### src/rtl/vga_mix_pkg.sv
// Shared constants and types for the VGA layer mixer.
// Latency: n/a (definitions only).
// Backpressure: n/a.
package vga_mix_pkg;

    // hit_layer code for "background or blanked" pixels
    localparam logic [3:0] HIT_NONE = 4'hF;

    // Width of the blink frame counter; BLINK_FRAMES must fit below 2**BLINK_CNT_W
    localparam int BLINK_CNT_W = 8;

    localparam int DEFAULT_RGB_W        = 3;
    localparam int DEFAULT_N_LAYERS     = 4;
    localparam int DEFAULT_BLINK_FRAMES = 30;

    typedef enum logic {
        PHASE_ON  = 1'b0,
        PHASE_OFF = 1'b1
    } blink_state_t;

endpackage

### src/rtl/vga_blink_timer.sv
// Frame-synchronous blink phase generator: toggles every BLINK_FRAMES frame_ticks.
// Latency: blink_phase changes on the clk edge that samples the wrapping frame_tick.
// Backpressure: none; frame_tick is a free-running pulse and is never stalled.
//
// Ports:
//   clk, reset (sync, active-high), frame_tick (1-cycle pulse per frame)
//   blink_phase: 0 = PHASE_ON (blinking layers visible), 1 = PHASE_OFF
module vga_blink_timer
    import vga_mix_pkg::*;
#(
    parameter int BLINK_FRAMES = DEFAULT_BLINK_FRAMES
) (
    input  logic clk,
    input  logic reset,
    input  logic frame_tick,
    output logic blink_phase
);

    localparam logic [BLINK_CNT_W-1:0] CNT_LAST = BLINK_CNT_W'(BLINK_FRAMES - 1);

    blink_state_t           state;
    blink_state_t           state_nxt;
    logic [BLINK_CNT_W-1:0] frame_cnt;
    logic [BLINK_CNT_W-1:0] frame_cnt_nxt;

    always_ff @(posedge clk) begin
        if (reset) begin
            state     <= PHASE_ON;
            frame_cnt <= '0;
        end else begin
            state     <= state_nxt;
            frame_cnt <= frame_cnt_nxt;
        end
    end

    // Counter wraps exactly at BLINK_FRAMES-1, so it never runs past the last value.
    always_comb begin
        state_nxt     = state;
        frame_cnt_nxt = frame_cnt;
        if (frame_tick) begin
            if (frame_cnt == CNT_LAST) begin
                frame_cnt_nxt = '0;
                state_nxt     = (state == PHASE_ON) ? PHASE_OFF : PHASE_ON;
            end else begin
                frame_cnt_nxt = frame_cnt + 1'b1;
            end
        end
    end

    assign blink_phase = (state == PHASE_OFF);

endmodule

### src/rtl/vga_layer_mixer.sv
// Priority pixel mixer: picks the highest-priority visible layer, else bg_rgb, black when blanked.
// Latency: one pixel_tick; rgb/hit_layer load on pixel_tick edges and hold in between.
// Backpressure: none; pixel stream is paced by pixel_tick only.
//
// Ports:
//   clk, reset (sync, active-high), pixel_tick, frame_tick, video_on
//   layer_on/blink_mask/invert_mask [N_LAYERS], layer_rgb [N_LAYERS*RGB_W] (layer i at i*RGB_W),
//   bg_rgb [RGB_W]; outputs rgb [RGB_W], hit_layer [4] (HIT_NONE = background or blank)
// Optional: define VGA_MIX_INVERT_EN to let a winning layer with invert_mask set show the
//   inverted colour of whatever lies beneath it (cursor effect).
module vga_layer_mixer
    import vga_mix_pkg::*;
#(
    parameter int RGB_W        = DEFAULT_RGB_W,
    parameter int N_LAYERS     = DEFAULT_N_LAYERS,
    parameter int BLINK_FRAMES = DEFAULT_BLINK_FRAMES
) (
    input  logic                      clk,
    input  logic                      reset,
    input  logic                      pixel_tick,
    input  logic                      frame_tick,
    input  logic                      video_on,
    input  logic [N_LAYERS-1:0]       layer_on,
    input  logic [N_LAYERS*RGB_W-1:0] layer_rgb,
    input  logic [N_LAYERS-1:0]       blink_mask,
    input  logic [RGB_W-1:0]          bg_rgb,
    input  logic [N_LAYERS-1:0]       invert_mask,
    output logic [RGB_W-1:0]          rgb,
    output logic [3:0]                hit_layer
);

    logic                blink_phase;
    logic [N_LAYERS-1:0] vis;
    logic                win_found;
    logic [3:0]          win_idx;
    logic [RGB_W-1:0]    win_rgb;
    logic [RGB_W-1:0]    below_rgb;
    logic                win_inv;
    logic [RGB_W-1:0]    sel_rgb;
    logic [3:0]          sel_hit;

    vga_blink_timer #(
        .BLINK_FRAMES (BLINK_FRAMES)
    ) u_blink (
        .clk         (clk),
        .reset       (reset),
        .frame_tick  (frame_tick),
        .blink_phase (blink_phase)
    );

    assign vis = layer_on & ~(blink_mask & {N_LAYERS{blink_phase}});

    // Scan from lowest to highest priority. Each visible layer pushes the previous
    // candidate down into below_rgb, so at the end win_rgb is the winner and
    // below_rgb is the next lower-priority visible colour (or bg_rgb if none).
    always_comb begin
        win_found = 1'b0;
        win_idx   = HIT_NONE;
        win_rgb   = bg_rgb;
        below_rgb = bg_rgb;
        win_inv   = 1'b0;
        for (int i = N_LAYERS - 1; i >= 0; i--) begin
            if (vis[i]) begin
                below_rgb = win_rgb;
                win_found = 1'b1;
                win_idx   = 4'(i);
                win_rgb   = layer_rgb[i*RGB_W +: RGB_W];
`ifdef VGA_MIX_INVERT_EN
                win_inv   = invert_mask[i];
`endif
            end
        end
    end

`ifndef VGA_MIX_INVERT_EN
    // invert_mask has no function in this build
    logic unused_invert_mask;
    assign unused_invert_mask = ^invert_mask;
`endif

    // Blanking outranks everything, including the inverted-cursor path.
    always_comb begin
        sel_rgb = '0;
        sel_hit = HIT_NONE;
        if (video_on) begin
            if (win_found) begin
                sel_rgb = win_inv ? ~below_rgb : win_rgb;
                sel_hit = win_idx;
            end else begin
                sel_rgb = bg_rgb;
            end
        end
    end

    always_ff @(posedge clk) begin
        if (reset) begin
            rgb       <= '0;
            hit_layer <= HIT_NONE;
        end else if (pixel_tick) begin
            rgb       <= sel_rgb;
            hit_layer <= sel_hit;
        end
    end

endmodule

### config.mk
export PLATFORM = sky130hd
export DESIGN_NAME = vga_layer_mixer
export DESIGN_NICKNAME = d
export VERILOG_FILES = /design/src/rtl/vga_mix_pkg.sv /design/src/rtl/vga_blink_timer.sv /design/src/rtl/vga_layer_mixer.sv
export SDC_FILE = /design/constraint.sdc
export NUM_CORES = 1
export LEC_CHECK = 0
export CORE_UTILIZATION = 42
export DETAILED_ROUTE_END_ITERATION = 10
export PLACE_DENSITY = 0.79
export SLEW_MARGIN = 20
export SYNTH_ARGS = -nofsm -noshare
export SYNTH_HDL_FRONTEND = slang
export SYNTH_HIERARCHICAL = 1
export SYNTH_SLANG_ARGS = --single-unit
### constraint.sdc
create_clock -name clk -period 2.2 [get_ports clk]
set_input_delay 0.33 -clock clk [delete_from_list [all_inputs] [get_ports clk]]
set_output_delay 0.33 -clock clk [all_outputs]
set_load 0.03 [all_outputs]
Word-level counts from Yosys, hierarchy flattened
Index checks and enable logic that the tools add are counted.
{ "word_totals": {"regBits": 16, "output_inout_bits": 7, "wordCells": 28} }
{ "classes": {"bitwise": 3, "reduce_logical": 1, "eq_ne": 1, "addsub": 1, "muxes": 18} }
{ "op_table": {"columns": ["op", "n"], "rows": [
  ["$mux 4", 6],
  ["$mux 3", 6],
  ["$add 8x1->8 const B", 1],
  ["$and 4x4->4", 2],
  ["$eq 8x5->1 const B", 1],
  ["$mux 8", 1],
  ["$mux 1", 5],
  ["$not 4->4", 1],
  ["$reduce_and 2->1", 1]
]} }

Logic depth before layout (Yosys ltp)
{ "logic_depth": {"depth_word": 9, "depth_mapped": 5} }

Cells and area by module
The synthesis kept the hierarchy.
{ "modules_own_cells": {"columns": ["mod", "area_per_inst_um2", "cells_per_inst", "n_inst", "seq_area_each_um2"], "rows": [
  ["vga_blink_timer", 465.4, 50, 1, 180.2],
  ["vga_layer_mixer", 460.4, 55, 1, 120.1]
]} }

Worst setup path before layout
No wires, ideal clock.
{ "synth_path": {"kind": "register to register", "from": "register u_blink.frame_cnt[0]", "to": "register u_blink.state (netlist: u_blink/blink_phase)", "arrival_time_ns": 1.451, "period_less_slack_ns": 1.572, "path_stages_with_launch": 5, "setup_time_ns": 0.121, "required_time_ns": 2.079, "setup_slack_ns": 0.628, "path_cell_list": "dfxtp_1 ha_1 or4b_4 nor2_4 mux2_2"} }
{ "synth_between": {"elab_chain_cells": 2} }
{ "synth_lines": {"columns": ["element", "line_no", "rtl"], "rows": [
  ["start: declaration", "vga_blink_timer.sv:23", "logic [BLINK_CNT_W-1:0] frame_cnt;"],
  ["start signal: assignment", "vga_blink_timer.sv:32", "frame_cnt <= frame_cnt_nxt;"],
  ["$eq 8x5->1", "vga_blink_timer.sv:41", "if (frame_cnt == CNT_LAST) begin"],
  ["$reduce_and 2->1 (no source line)", null, null],
  ["end signal: assignment", "vga_blink_timer.sv:31", "state <= state_nxt;"],
  ["end: declaration", "vga_blink_timer.sv:21", "blink_state_t state;"]
]} }
No other way between the ends.
A chain may end at the register's enable or synchronous reset.

Worst setup path after layout
Ends and elaborated chain as after synthesis.

==> results list <==
- From synthesis to final layout, the design area changed by 40.4%.
* Layout Nets: 175
- Period utilization: 0.766
* Setup repair after global routing missed its margin: false
- TritonCTS clock tree: done
- For hold timing, the worst endpoint is rgb[2]$_SDFFE_PP0P_.
- Adding up every negative setup slack in the final design gives 0 ns.
- Number of H-tree levels: 1
* Relative contribution of combinational cells to total power: 0.250
- After detailed routing, the average wire length per cell comes to 13.5 um.
- Kind of cell adding the most delay to the critical path: simple AND/OR/NAND/NOR gates
* Run status: completed
- Of the total synthesized cell area, the portion taken by full adders, half adders and majority gates is 0.0270.
* TritonCTS buffer count: 3
- Number of sinks on the clock net: 15
- Of the total synthesized cell area, the portion taken by AND, OR, NAND and NOR gates is 0.274.
* Total chip power: 0.603 mW
- Max Freq: 593 MHz
* Number of global-route vias before repair: 911
- In the global route stage, overall resource usage came out at 0.206.
- On the critical path, the stage with the largest delay is an instance of sky130_fd_sc_hd__or4b_4.
- Reg power frac: 0.489
* Buffers on Ports: 34
- The compound-gate portion of the synthesized area came to 0.291.
- The share of synthesized area in the top cell type comes to 0.324.
- Including well taps, the total number of placed cells is 163.
- Insertion delay of the later-clocked pin in the worst-skew pair: 0.28 ns
- In this run the count of I/O pins placed on the die edge is 39.
- The detailed router put a total of 1030 um of wire on met1.
- The first global-routing pass estimated 3880 um of wire.
- 0 antenna diodes ended up in the layout.
- After floorplanning, the core was divided into 16 placement rows.
* Dominant cells by area after synthesis: sky130_fd_sc_hd__dfxtp_1 (32%), sky130_fd_sc_hd__nand2_1 (5.7%), sky130_fd_sc_hd__a21boi_2 (4.9%)
- Once detailed placement completed, the half-perimeter wirelength came to 1750 um.
- Worst hold start: rgb[2]$_SDFFE_PP0P_
* Least-Margin Pin Slew: 0.414 ns
* Peak supply drop: 352 uV
* Hold Path Cell Cnt: 2
- Entering global routing, the biggest net connects 13 pins.
- Area of the core region: 0.00202 mm2
- The synthesized design spends more area on one cell type than any other, namely sky130_fd_sc_hd__dfxtp_1.
- Hold violation total from the final report: 0
- Switching share of total power: 0.270
* Clock period minus worst slack: 1.69 ns
* Initial antenna violation count: 0
- Synthesis handed over a netlist of 105 instances.
- In the final layout, the share of cells above drive strength 1 is 0.143.
- For this block, the routed nets add up to 2250 um of wire.
- The signal on the critical path passes through ha_1 -> or4b_4 -> nor2_4 -> mux2_2.
- Share of the synthesized netlist area taken by xor and xnor gates: 0.0189
- For this run, the number of Yosys warnings is 6.
- The tree is rooted in a sky130_fd_sc_hd__clkbuf_4.
- In this run the worst path has a maximum fanout of 5.
- The min-delay analysis places its worst path in the category reg2reg.
- Fraction of registers with async set/reset: 0
* Global route overflow: 0
* Max stage delay on crit path: 0.50 ns
- Worst r2r path cells: 4
- Main flop type after synthesis: sky130_fd_sc_hd__dfxtp_1
- Critical R2R Launch: u_blink/frame_cnt[0]$_SDFFE_PP0P_
* Post-synth design cell area: 926 um2
* Average via count per standard cell: 5.60
* Most common library cell in the layout ignoring fill and taps: sky130_fd_sc_hd__clkdlybuf4s50_1
* Met3 wirelength from detailed routing: 145 um
- In the layout the commonest cells are sky130_fd_sc_hd__clkdlybuf4s50_1 (34), sky130_fd_sc_hd__dfxtp_1 (15), sky130_fd_sc_hd__nand2_1 (14), sky130_fd_sc_hd__nor2_1 (7), sky130_fd_sc_hd__a21oi_1 (5).
* Total nets after synthesis: 139
- Number of max-cap violations: 0
* Crit path buf inv count: 0
- For this run, the detailed router's first-pass iteration total came to 4.
* Number of nets still failing antenna checks after routing: 0
* Post-CTS setup buffer count: 0
* Remaining routing DRC violations: 0
* Clock transition at the registers of the reported paths: 0.09 ns
- Skew final: 0.00175 ns
- After clock tree synthesis, the repair step resized 0 gates.
- No sink is reached through more buffers than the 2 on the longest clock path.
- Vias: 936
* Number of standard cells in the final layout excluding fillers: 167
- Data on the critical path arrives at its endpoint at 1.87 ns.
* Starting density of the core: 0.458
* R2r setup slk: 0.51 ns
* Leakage power figure: 0.462 nW
* Internal Pwr Total: 0.440 mW
* Final weighted congestion in routability-driven placement: 0.801
- Final Setup Violations: 0
- Fin Hold WS: 0.515 ns
- Data on the critical path is required at its endpoint by 2.38 ns.
- Startpoint Class: flip-flop
- Largest family of logic cells by synthesized area: compound AO/OA/AOI/OAI gates
- The endpoint identified for the worst register-to-register timing path is u_blink/blink_phase$_SDFFE_PP0P_.
* Number of buffers inserted for hold repair after clock tree synthesis: 0
- 1st-iter DRT viols: 13
- Average size of a mapped cell: 8.82 um2
- From left edge to right edge, the die measures 49.0 um.
* Vertical die dimension: 49.0 um
- CP Capture Type: flip-flop
* Final count of pins violating max slew: 0
* Multiplexer area fraction after synthesis: 0.0122
- Measured against its own limit, the worst slew margin works out to 0.723.
- Flop and latch count out of synthesis: 15
- Top layer in use: met4
* Number of enable flip-flop cells after synthesis: 0
* PD cells: 464 mW/mm2
* Sequential cell area fraction in the yosys report: 0.324
* Number of different library cells in the post-synthesis netlist: 41
* DR WL met2: 1030 um
- The die covers 0.00240 mm2.
* Net Sw Power: 0.163 mW
- Of the total power, the clock network draws 0.261.
- Crit path kind: reg2reg
-- layer usage --
metal  global-route usage  vias to the layer above
li1                     -                      458
met1                0.241                      431
met4               0.0588                        0
met3               0.0654                       10
met5                    0                        -
met2                0.359                       37
-- stage by stage --
stage	util	instance area, um2	setup slack [ns]
final	0.643	1300	0.515
after global routing	0.643	1300	0.423
after CTS	0.643	1300	0.510
after detailed placement	0.630	1270	0.266
after global placement	0.630	1270	0.349
after floorplan	-	926	0.628
-- kinds of logic after synthesis --
logic type | Yosys count
compound gates | 33
xor+xnor | 2
fa+ha+maj | 2
buf+inv | 8
flops | 15
mux | 1
simple gates | 44
-- cell usage after synthesis (2+ instances only) --
master / instances
sky130_fd_sc_hd__nand3b_1: 2
sky130_fd_sc_hd__nor2b_1: 2
sky130_fd_sc_hd__a21oi_1: 5
sky130_fd_sc_hd__nor2_1: 7
sky130_fd_sc_hd__or3_2: 2
sky130_fd_sc_hd__nand2b_1: 4
sky130_fd_sc_hd__a21boi_2: 4
sky130_fd_sc_hd__a311o_1: 2
sky130_fd_sc_hd__nand2_1: 14
sky130_fd_sc_hd__nor3_1: 2
sky130_fd_sc_hd__ha_1: 2
sky130_fd_sc_hd__buf_4: 3
sky130_fd_sc_hd__inv_1: 4
sky130_fd_sc_hd__o21ai_0: 4
sky130_fd_sc_hd__nand3_1: 2
sky130_fd_sc_hd__dfxtp_1: 15
sky130_fd_sc_hd__a211oi_1: 2
sky130_fd_sc_hd__o22ai_1: 2
sky130_fd_sc_hd__a31oi_1: 3
sky130_fd_sc_hd__a21bo_2: 3
-- state kept, by name, indices dropped and copies added (netlist names) --
| name | count |
|---|---|
| u_blink/frame_cnt | 8 |
| hit_layer | 3 |
| rgb | 3 |
| u_blink/blink_phase | 1 |
-- layout make-up --
| class | count | area [um2] |
|---|---|---|
| clock buffer | 4 | 26.3 |
| fill | 179 | 722 |
| inverter | 4 | 15.0 |
| multi-input combinational | 82 | 577 |
| sequential | 15 | 300 |
| tap | 27 | 33.8 |
| timing repair buffer | 35 | 348 |
-- worst reg2reg max path: cells and delay by family, from the launching register on --
family                     cells  cell delay (ns)
muxes                          1             0.34
DFF                            1             0.42
and+or+nand+nor                2             0.65
adders and majority gates      1             0.17
-- worst max path at each step --
stage,start,end,cells past startpoint
2_1_floorplan,u_blink/frame_cnt[0]$_SDFFE_PP0P_,u_blink/blink_phase$_SDFFE_PP0P_,4
3_3_place_gp,frame_tick,u_blink/frame_cnt[5]$_SDFFE_PP0P_,4
3_5_place_dp,frame_tick,u_blink/frame_cnt[5]$_SDFFE_PP0P_,4
4_1_cts,u_blink/frame_cnt[0]$_SDFFE_PP0P_,u_blink/blink_phase$_SDFFE_PP0P_,4
5_1_grt,u_blink/frame_cnt[0]$_SDFFE_PP0P_,u_blink/blink_phase$_SDFFE_PP0P_,4
6_report,u_blink/frame_cnt[0]$_SDFFE_PP0P_,u_blink/blink_phase$_SDFFE_PP0P_,4
-- power by group through the flow --
| stage | sequential (mW) | clock, mW | combinational, mW |
|---|---|---|---|
| floorplan | 0.309 | 0 | 0.0656 |
| global placement | 0.300 | 0 | 0.148 |
| detailed placement | 0.301 | 0 | 0.150 |
| CTS | 0.295 | 0.162 | 0.151 |
| global route | 0.298 | 0.177 | 0.163 |
| finish | 0.295 | 0.157 | 0.150 |
No activity file was read; power rests on OpenSTA's default activity.
